[src/rtl/flp_pkg_v2.sv]
// Shared types and constants for the parametrised floating-point datapath.
package flp_pkg_v2;

  typedef enum logic [2:0] {
    ClsZero,
    ClsNormal,
    ClsInf,
    ClsQnan,
    ClsSnan
  } flp_class_t;

  // Bit positions inside the 4-bit flag vector {invalid, overflow, underflow, inexact}
  localparam int unsigned FlagInvalid   = 3;
  localparam int unsigned FlagOverflow  = 2;
  localparam int unsigned FlagUnderflow = 1;
  localparam int unsigned FlagInexact   = 0;

  // Widest word the constant helpers can build; callers slice down to their width
  localparam int unsigned MaxWidth = 256;

  function automatic int unsigned flp_bias(input int unsigned exp_bits);
    return (32'd1 << (exp_bits - 1)) - 32'd1;
  endfunction

  // Canonical quiet NaN: sign 0, exponent all ones, fraction MSB set
  function automatic logic [MaxWidth-1:0] flp_qnan(input int unsigned exp_bits,
                                                   input int unsigned frac_bits);
    logic [MaxWidth-1:0] w;
    w = '0;
    for (int unsigned i = 0; i < exp_bits; i++) begin
      w[frac_bits + i] = 1'b1;
    end
    w[frac_bits - 1] = 1'b1;
    return w;
  endfunction

  // Subnormal encodings (exp == 0) classify as zero, which implements flush-to-zero
  function automatic flp_class_t flp_classify(input logic exp_zero, input logic exp_ones,
                                              input logic frac_zero, input logic frac_msb);
    if (exp_zero) return ClsZero;
    else if (!exp_ones) return ClsNormal;
    else if (frac_zero) return ClsInf;
    else if (frac_msb) return ClsQnan;
    else return ClsSnan;
  endfunction

endpackage

[src/rtl/flp_lzc.sv]
// Combinational leading-zero counter; an all-zero input returns Width.
module flp_lzc #(
  parameter int unsigned Width = 57,
  localparam int unsigned CntW = $clog2(Width + 1)
) (
  input  logic [Width-1:0] data_i,
  output logic [CntW-1:0]  count_o
);

  // Scan upward so the highest set bit makes the final assignment
  always_comb begin
    count_o = CntW'(Width);
    for (int unsigned i = 0; i < Width; i++) begin
      if (data_i[i]) count_o = CntW'(Width - 1 - i);
    end
  end

endmodule

[src/rtl/flp_add_sub_pipe.sv]
// Three-stage pipelined floating-point adder/subtractor with RNE rounding,
// flush-to-zero, special-value handling, sideband tag and global-stall backpressure.
module flp_add_sub_pipe
  import flp_pkg_v2::*;
#(
  parameter int unsigned EXP_BITS  = 11,
  parameter int unsigned FRAC_BITS = 52,
  parameter int unsigned TAG_BITS  = 8
) (
  input  logic                        clk,
  input  logic                        rst,
  input  logic                        in_valid,
  output logic                        in_ready,
  input  logic [EXP_BITS+FRAC_BITS:0] in_a,
  input  logic [EXP_BITS+FRAC_BITS:0] in_b,
  input  logic                        in_sub,
  input  logic [TAG_BITS-1:0]         in_tag,
  output logic                        out_valid,
  input  logic                        out_ready,
  output logic [EXP_BITS+FRAC_BITS:0] out_result,
  output logic [TAG_BITS-1:0]         out_tag,
  output logic [3:0]                  out_flags
);

  localparam int unsigned W  = 1 + EXP_BITS + FRAC_BITS;
  localparam int unsigned MW = FRAC_BITS + 4;  // {hidden, frac, guard, round, sticky}
  localparam int unsigned SW = MW + 1;         // plus carry-out
  localparam int unsigned CW = $clog2(SW + 1);
  localparam int unsigned XW = ((EXP_BITS > CW) ? EXP_BITS : CW) + 2;

  localparam logic [MaxWidth-1:0]  QnanWide = flp_qnan(EXP_BITS, FRAC_BITS);
  localparam logic [W-1:0]         Qnan     = QnanWide[W-1:0];
  localparam logic [EXP_BITS-1:0]  ExpOnes  = '1;
  localparam logic signed [XW-1:0] ExpTop   = XW'((1 << EXP_BITS) - 1);
  localparam logic signed [XW-1:0] ExpOne   = XW'(1);

  logic stall;
  assign stall    = out_valid & ~out_ready;
  assign in_ready = ~stall;

  // ---------------- S1: unpack, classify, swap, align ----------------
  logic                 a_s, b_s;
  logic [EXP_BITS-1:0]  a_e, b_e;
  logic [FRAC_BITS-1:0] a_f, b_f;
  flp_class_t           a_cls, b_cls;
  logic                 a_nan, b_nan, a_inf, b_inf, a_zero, b_zero;

  assign a_s = in_a[W-1];
  assign a_e = in_a[W-2:FRAC_BITS];
  assign a_f = in_a[FRAC_BITS-1:0];
  assign b_s = in_b[W-1] ^ in_sub;
  assign b_e = in_b[W-2:FRAC_BITS];
  assign b_f = in_b[FRAC_BITS-1:0];

  assign a_cls  = flp_classify(a_e == '0, a_e == ExpOnes, a_f == '0, a_f[FRAC_BITS-1]);
  assign b_cls  = flp_classify(b_e == '0, b_e == ExpOnes, b_f == '0, b_f[FRAC_BITS-1]);
  assign a_nan  = (a_cls == ClsQnan) || (a_cls == ClsSnan);
  assign b_nan  = (b_cls == ClsQnan) || (b_cls == ClsSnan);
  assign a_inf  = (a_cls == ClsInf);
  assign b_inf  = (b_cls == ClsInf);
  assign a_zero = (a_cls == ClsZero);
  assign b_zero = (b_cls == ClsZero);

  logic                 a_ge, sml_s;
  logic [EXP_BITS-1:0]  sml_e, shamt;
  logic [FRAC_BITS-1:0] big_f, sml_f;
  logic [MW-1:0]        mb;
  logic                 s1_sign_d, s1_eff_sub_d, s1_spec_d;
  logic [EXP_BITS-1:0]  s1_exp_d;
  logic [MW-1:0]        s1_ma_d, s1_mb_d;
  logic [W-1:0]         s1_spec_res_d;
  logic [3:0]           s1_spec_flags_d;

  // Order operands by magnitude and shift the smaller one into guard/round/sticky
  always_comb begin
    a_ge         = {a_e, a_f} >= {b_e, b_f};
    s1_sign_d    = a_ge ? a_s : b_s;
    sml_s        = a_ge ? b_s : a_s;
    s1_exp_d     = a_ge ? a_e : b_e;
    big_f        = a_ge ? a_f : b_f;
    sml_e        = a_ge ? b_e : a_e;
    sml_f        = a_ge ? b_f : a_f;
    s1_eff_sub_d = s1_sign_d ^ sml_s;
    shamt        = s1_exp_d - sml_e;
    s1_ma_d      = {1'b1, big_f, 3'b000};
    mb           = {1'b1, sml_f, 3'b000};
    if (int'(shamt) >= int'(MW)) begin
      s1_mb_d = MW'(1);
    end else begin
      s1_mb_d    = mb >> shamt;
      s1_mb_d[0] = s1_mb_d[0] | (|(mb & ~({MW{1'b1}} << shamt)));
    end
  end

  // Results that bypass the arithmetic path: NaN, Inf, and any zero operand
  always_comb begin
    s1_spec_d       = 1'b1;
    s1_spec_res_d   = '0;
    s1_spec_flags_d = '0;
    if (a_nan || b_nan) begin
      s1_spec_res_d                = Qnan;
      s1_spec_flags_d[FlagInvalid] = (a_cls == ClsSnan) || (b_cls == ClsSnan);
    end else if (a_inf && b_inf && (a_s != b_s)) begin
      s1_spec_res_d                = Qnan;
      s1_spec_flags_d[FlagInvalid] = 1'b1;
    end else if (a_inf) begin
      s1_spec_res_d = {a_s, ExpOnes, {FRAC_BITS{1'b0}}};
    end else if (b_inf) begin
      s1_spec_res_d = {b_s, ExpOnes, {FRAC_BITS{1'b0}}};
    end else if (a_zero && b_zero) begin
      s1_spec_res_d = {a_s & b_s, {(W-1){1'b0}}};
    end else if (a_zero) begin
      s1_spec_res_d = {b_s, b_e, b_f};
    end else if (b_zero) begin
      s1_spec_res_d = {a_s, a_e, a_f};
    end else begin
      s1_spec_d = 1'b0;
    end
  end

  logic                s1_valid, s1_sign, s1_eff_sub, s1_spec;
  logic [TAG_BITS-1:0] s1_tag;
  logic [EXP_BITS-1:0] s1_exp;
  logic [MW-1:0]       s1_ma, s1_mb;
  logic [W-1:0]        s1_spec_res;
  logic [3:0]          s1_spec_flags;

  // ---------------- S2: significand add/subtract and LZC ----------------
  logic [SW-1:0] s2_sum_d;
  logic [CW-1:0] s2_lzc_d;

  assign s2_sum_d = s1_eff_sub ? ({1'b0, s1_ma} - {1'b0, s1_mb})
                               : ({1'b0, s1_ma} + {1'b0, s1_mb});

  flp_lzc #(
    .Width(SW)
  ) u_lzc (
    .data_i (s2_sum_d),
    .count_o(s2_lzc_d)
  );

  logic                s2_valid, s2_sign, s2_spec;
  logic [TAG_BITS-1:0] s2_tag;
  logic [EXP_BITS-1:0] s2_exp;
  logic [SW-1:0]       s2_sum;
  logic [CW-1:0]       s2_lzc;
  logic [W-1:0]        s2_spec_res;
  logic [3:0]          s2_spec_flags;

  // Stage datapath registers; validity is tracked separately with reset
  always_ff @(posedge clk) begin
    if (!stall) begin
      s1_tag        <= in_tag;
      s1_sign       <= s1_sign_d;
      s1_eff_sub    <= s1_eff_sub_d;
      s1_exp        <= s1_exp_d;
      s1_ma         <= s1_ma_d;
      s1_mb         <= s1_mb_d;
      s1_spec       <= s1_spec_d;
      s1_spec_res   <= s1_spec_res_d;
      s1_spec_flags <= s1_spec_flags_d;
      s2_tag        <= s1_tag;
      s2_sign       <= s1_sign;
      s2_exp        <= s1_exp;
      s2_sum        <= s2_sum_d;
      s2_lzc        <= s2_lzc_d;
      s2_spec       <= s1_spec;
      s2_spec_res   <= s1_spec_res;
      s2_spec_flags <= s1_spec_flags;
    end
  end

  // ---------------- S3: normalise, round, pack ----------------
  logic [SW-1:0]          norm;
  logic [FRAC_BITS:0]     kept;
  logic [FRAC_BITS+1:0]   kept_r;
  logic                   grd, stk, rnd_up;
  logic signed [XW-1:0]   exp_n, exp_f;
  logic [FRAC_BITS-1:0]   frac_f;
  logic [W-1:0]           res_d;
  logic [3:0]             flags_d;

  // A carry-out gives lzc 0, so one left shift by lzc covers both normalisation directions
  always_comb begin
    norm    = s2_sum << s2_lzc;
    kept    = norm[SW-1:4];
    grd     = norm[3];
    stk     = |norm[2:0];
    rnd_up  = grd & (stk | kept[0]);
    kept_r  = {1'b0, kept} + {{(FRAC_BITS+1){1'b0}}, rnd_up};
    exp_n   = $signed({{(XW-EXP_BITS){1'b0}}, s2_exp}) + ExpOne
              - $signed({{(XW-CW){1'b0}}, s2_lzc});
    if (kept_r[FRAC_BITS+1]) begin
      exp_f  = exp_n + ExpOne;
      frac_f = kept_r[FRAC_BITS:1];
    end else begin
      exp_f  = exp_n;
      frac_f = kept_r[FRAC_BITS-1:0];
    end
    res_d   = '0;
    flags_d = '0;
    if (s2_spec) begin
      res_d   = s2_spec_res;
      flags_d = s2_spec_flags;
    end else if (s2_sum == '0) begin
      res_d = '0;
    end else if (exp_f >= ExpTop) begin
      res_d                  = {s2_sign, ExpOnes, {FRAC_BITS{1'b0}}};
      flags_d[FlagOverflow]  = 1'b1;
      flags_d[FlagInexact]   = 1'b1;
    end else if (exp_f < ExpOne) begin
      res_d                  = {s2_sign, {(W-1){1'b0}}};
      flags_d[FlagUnderflow] = 1'b1;
      flags_d[FlagInexact]   = 1'b1;
    end else begin
      res_d                = {s2_sign, exp_f[EXP_BITS-1:0], frac_f};
      flags_d[FlagInexact] = grd | stk;
    end
  end

  // Valid chain and output registers; reset drops everything in flight
  always_ff @(posedge clk) begin
    if (rst) begin
      s1_valid   <= 1'b0;
      s2_valid   <= 1'b0;
      out_valid  <= 1'b0;
      out_result <= '0;
      out_tag    <= '0;
      out_flags  <= '0;
    end else if (!stall) begin
      s1_valid  <= in_valid;
      s2_valid  <= s1_valid;
      out_valid <= s2_valid;
      if (s2_valid) begin
        out_result <= res_d;
        out_tag    <= s2_tag;
        out_flags  <= flags_d;
      end
    end
  end

endmodule

[config.mk]
export PLATFORM = sky130hd
export DESIGN_NAME = flp_add_sub_pipe
export DESIGN_NICKNAME = d
export VERILOG_FILES = /design/src/rtl/flp_pkg_v2.sv /design/src/rtl/flp_lzc.sv /design/src/rtl/flp_add_sub_pipe.sv
export SDC_FILE = /design/constraint.sdc
export NUM_CORES = 2
export LEC_CHECK = 0
export CORE_MARGIN = 2
export CORE_UTILIZATION = 45
export DETAILED_ROUTE_END_ITERATION = 8
export GPL_ROUTABILITY_DRIVEN = 0
export HOLD_SLACK_MARGIN = 0.05
export PLACE_DENSITY = 0.66
export REMOVE_ABC_BUFFERS = 1
export SKIP_CTS_REPAIR_TIMING = 1
export SYNTH_ARGS = -nofsm -noshare
export SYNTH_HDL_FRONTEND = slang
export SYNTH_SLANG_ARGS = --single-unit
[constraint.sdc]
create_clock -name clk -period 57.9 [get_ports clk]
set_clock_uncertainty 0.15 [all_clocks]
set_input_delay 17.37 -clock clk [delete_from_list [all_inputs] [get_ports clk]]
set_output_delay 17.37 -clock clk [all_outputs]
set_load 0.005 [all_outputs]
; ---- After elaboration in Yosys (flattened, before gate mapping)
; Cells that the tools add are included.
[totals]
elab_cells = 184
in_bits = 141
ff_bits = 423
[classes]
n_reduce_logical = 26
order_cmp = 4
n_bitwise = 12
n_eq_ne = 9
muxes = 93
n_shift = 3
add_sub_neg = 7
[op_table]
columns = operator, n
row1 = $mux 64, 7
row2 = $mux 5, 32
row3 = $mux 52, 3
row4 = $mux 63, 2
row5 = $logic_not 52->1, 2
row6 = $mux 4, 16
row7 = $ge 63x63->1, 1
row8 = $add 56x56->57, 1
row9 = $logic_not 57->1, 1
row10 = $mux 57, 1
row11 = $shl 57x6->57, 1
row12 = $sub 56x56->57, 1
row13 = $and 56x56->56, 1
row14 = $not 56->56, 1
row15 = $reduce_or 56->1, 1
row16 = $shl 56x11->56 const A, 1
row17 = $shr 56x11->56, 1
row18 = $add 53x1->54, 1
row19 = $mux 3, 14
row20 = $reduce_or 32->1, 1
row21 = $eq 11x11->1 const B, 2
row22 = $logic_not 11->1, 2
row23 = $mux 11, 2
row24 = $reduce_or 16->1, 1
row25 = other kinds (27), 58

; ---- Depth between registers and ports, before layout
[logic_depth]
depth_word = 58
mapped_depth = 27
ltp_nobuf = 21

; ---- Modules after synthesis
; From an unflattened synthesis, not the netlist that was laid out.
[hier_totals]
hier_cells = 3812
area_unflattened_um2 = 34962.3
[by_module_without_submodules]
columns = module, n_inst, seq_area_each_um2, cells_per_inst, area_each_um2
row1 = flp_add_sub_pipe, 1, 11911.4, 3693, 34279.1
row2 = flp_lzc, 1, 0.0, 119, 683.2

; ---- Worst setup path after synthesis
; No wires, ideal clock.
[synth_path]
path_type = input to output
start = in out_ready
end = out in_ready
cell_stages = 2
slack_ns = 13.438
required_time_ns = 40.380
arrival_time_ns = 26.942
cell_sequence = nand2b_1 -> clkbuf_1
[synth_between]
elab_chain_cells = 3
[synth_lines]
columns = item, line
row1 = from (decl), flp_add_sub_pipe.sv:19  ; input logic out_ready,
row2 = $not 1->1, flp_add_sub_pipe.sv:38  ; assign stall = out_valid & ~out_ready;
row3 = $and 1x1->1, flp_add_sub_pipe.sv:38
row4 = $not 1->1 (no line), --
row5 = to (decl), flp_add_sub_pipe.sv:13  ; output logic in_ready,
; Every way passes these cells.

; ---- Final worst setup path
; Ends and elaborated chain as after synthesis.

==> impl_results.md <==
* P_leak at 0.01582 uW
* Final Non-Filler Cells at 5137
* Fmax at 27.26 MHz
* PortBufs at 218
* Layout Nets at roughly 4400
* Wirelength per Cell at approximately 25 um
* Worst-Margin Slew at 1305 ps
* DRT antenna net count at 0
* Status: finished, final reports clean
* Final Hold Vio Count at 0
* Total grt overflow at 0
* Worst EP arrival at about 19000 ps
* Synth cell types at 101
* Die area at 81710 sq um
* Pin count of the biggest net entering global routing at 157
* Die height at roughly 290 um
* TritonCTS clock tree: done
* CP Launch Type: input pin
* Clock Latency Late Sink at 590 ps
* Iter 0 DRT Violations at 4577
* DP HPWL at ~99000 um
* Clock slew at reported path FFs at 60 ps
* Die X at 285.9 um
* Starting utilization of the core area at 45.33%
* Cell Area, Synth at 35750 sq um
* Worst Setup Slack, final at between 20000 and 25000 ps
* H-tree levels at 2
* CTS Sinks at 423
* Worst slack at placement at 21250 ps
* Main synth FF type: edfxtp_1
* Vias per inst at around 6.4
* R2R Path End: out_result[4]
* Via count at around 33000
* Design Power at 1452 uW
* Setup TNS at 0 ps
* Hold EP: s2_spec_res[10]
* Final hold slack at roughly 240 ps
* Slew Limit Fails at 0
* Ratio of cells with drive above 1 in the final layout at 8.258%
* Mapped Cells at 3981
* Seq/Total Area, Yosys at 33.32%
* CTS max path bufs at 3
* CTS buffer count at 46
* Yosys reg bits at 423
* Worst Hold Depth at 0
* Row cnt at 103
* Filler cells at about 7500
* Rel. slew slack at about an eighth
* Inst Count DP at roughly 5000
* First-pass GRT wire length at 191200 um
* Final period util at ~63%
* Worst Path Required at about 40000 ps
* Hold WC Path Type: reg2reg
* Initial antenna violation count at 13
* Pwr/cell area at about 36 nW/um^2
* WS Path Type: in2out
* Initial DRT Pass Iterations at 6
* Warnings from Yosys at 0
* Area of the core at 78870 sq um
* Max-cap violations at 0
* Post-synth EDFFs at 344
* Worst-case reg-to-reg path depth at 19
* Avg Inst Size Synth at 8.980 sq um
* CP Max Fanout at 56
* Vias in the first global route at 30060
* Worst Min Path Start: s1_spec_res[10]
* Area grow syn2layout at 12.35%
* FF-to-FF setup slack at 49850 ps
* I/O pins at 219
* Setup-failing EPs final at 0
* Total GRT Usage at between 30% and 40%
* Fin crit period at 36680 ps
* Ys async rst share at 0%
* DRC at 0
* Reg-to-Reg Start: s2_lzc[3]
* Crit end category: output port
* Root buffer cell: clkbuf_16
* Unrepaired setup endpoints after global routing: false
* Final WL at 129900 um
* Peak VDD IR at 0.02374 mV
-- worst max-delay path, cell delays in order --
cell and delay [ps]:
clkdlybuf4s50_1 450, nand2b_4 650, clkdlybuf4s50_1 650
-- Yosys cell counts (19+ instances only) --
library cell  count  area, sq um
nand2b_1         31        193.9
buf_1            28        105.1
mux2i_1         198         1982
o21bai_1         35        262.8
xnor2_1          86        753.2
nand2_1         461         1730
o31ai_1          26        195.2
o22ai_1          25        156.4
o211ai_1         36        270.3
a21o_1           52        390.4
mux4_2           62         1396
a21oi_1         353         1767
o21ai_0         188        940.9
buf_4            19        142.6
a31oi_1          32        200.2
nor3_1          130        650.6
dfxtp_1          79         1582
xor2_1           35        306.5
nand4_1          45        281.5
and3_1           41        256.5
mux2_2           72        810.8
clkbuf_1        173        649.4
nor4_1           70        437.9
and2_1           34        212.7
ha_1            189         2365
or3_1            32        200.2
nor2b_1          25        156.4
edfxtp_1        344        10330
nor2_1          333         1250
a211oi_1         70        525.5
inv_1           225        844.6
mux4_1           36        945.9
nand3_1          80        400.4
-- worst max path at each step --
| stage | startpoint | endpoint | slack (ps) | depth (start not counted) |
|---|---|---|---|---|
| after floorplan | out_ready | in_ready | 14650 | 1 |
| after global placement | out_ready | in_ready | 21230 | 3 |
| after detailed placement | out_ready | in_ready | 21250 | 3 |
| after CTS | out_ready | in_ready | 21240 | 3 |
| after global routing | out_ready | in_ready | 21150 | 3 |
| final | out_ready | in_ready | 21220 | 3 |
-- cells in the final DEF (no fill, tap or decap), types with 30 or more instances in the layout --
cell / count
nand2_1: 460
mux4_1: 36
or3_1: 32
nand2b_1: 30
o211ai_1: 36
a31oi_1: 31
a21oi_1: 352
nand4_1: 45
xnor2_1: 84
clkbuf_16: 46
mux4_2: 62
and2_1: 33
buf_4: 48
o21ai_0: 186
inv_1: 225
mux2_2: 72
a211oi_1: 70
and3_1: 40
nor3_1: 130
a21o_1: 52
nor4_1: 70
ha_1: 189
o21bai_1: 35
xor2_1: 34
mux2i_1: 198
clkdlybuf4s50_1: 217
dfxtp_1: 79
nand3_1: 79
edfxtp_1: 344
nor2_1: 333
-- routing by layer --
layer | up-vias | GRT usage, % | wire length [um]
met2 | 1891 | 46.44 | 55580
li1 | 14990 | - | -
met1 | 15610 | 42.09 | 52580
met3 | 425 | 5.167 | 12870
met5 | - | 0 | 22
met4 | 4 | 16.98 | 8820
-- registers in the layout (all words and copies together) (netlist names), 4 cells and up --
name,count
s1_exp,11
s1_ma,52
s2_sum,57
s1_tag,8
s2_lzc,6
s2_tag,8
s2_spec_res,64
s2_exp,11
out_tag,8
out_flags,4
out_result,64
s1_spec_res,64
s1_mb,56
-- cell families (layout without fill, tap and decap cells) --
logic type                 count (synthesis)  in the layout  share of synthesized area (%)
buffers and inverters                    481            581                          5.736
and+or+nand+nor                         1355           1355                          17.84
other                                      0              6                              0
adders and majority gates                191            191                          6.727
AOI/OAI and AO/OA                       1040           1040                          18.96
muxes                                    369            369                          14.41
DFF                                      423            423                          33.32
xor gates and xnor gates                 122            122                          3.010
-- where the power goes --
part	switching (uW)	internal, uW
sequential	29.8	366
clock	128	185
combinational	456	287
-- layout make-up --
class	instances	area [sq um]	area share (%)
inverters	230	863.3	2.150
multi-input cells	3077	21890	54.50
clock buffers	49	1182	2.944
clock inverters	35	430.4	1.072
well taps	1050	1314	3.271
repair buffers	267	2557	6.368
diodes	6	15.01	0.03738
flip-flops and latches	423	11910	29.66
-- through the flow --
stage               utilization (%)  cell area (sq um)
detailed placement            48.85              38530
floorplan                         -              34560
global placement              48.85              38530
global route                  50.91              40150
finish                        50.92              40160
CTS                           50.89              40140
No activity file was read; power rests on OpenSTA's default activity.
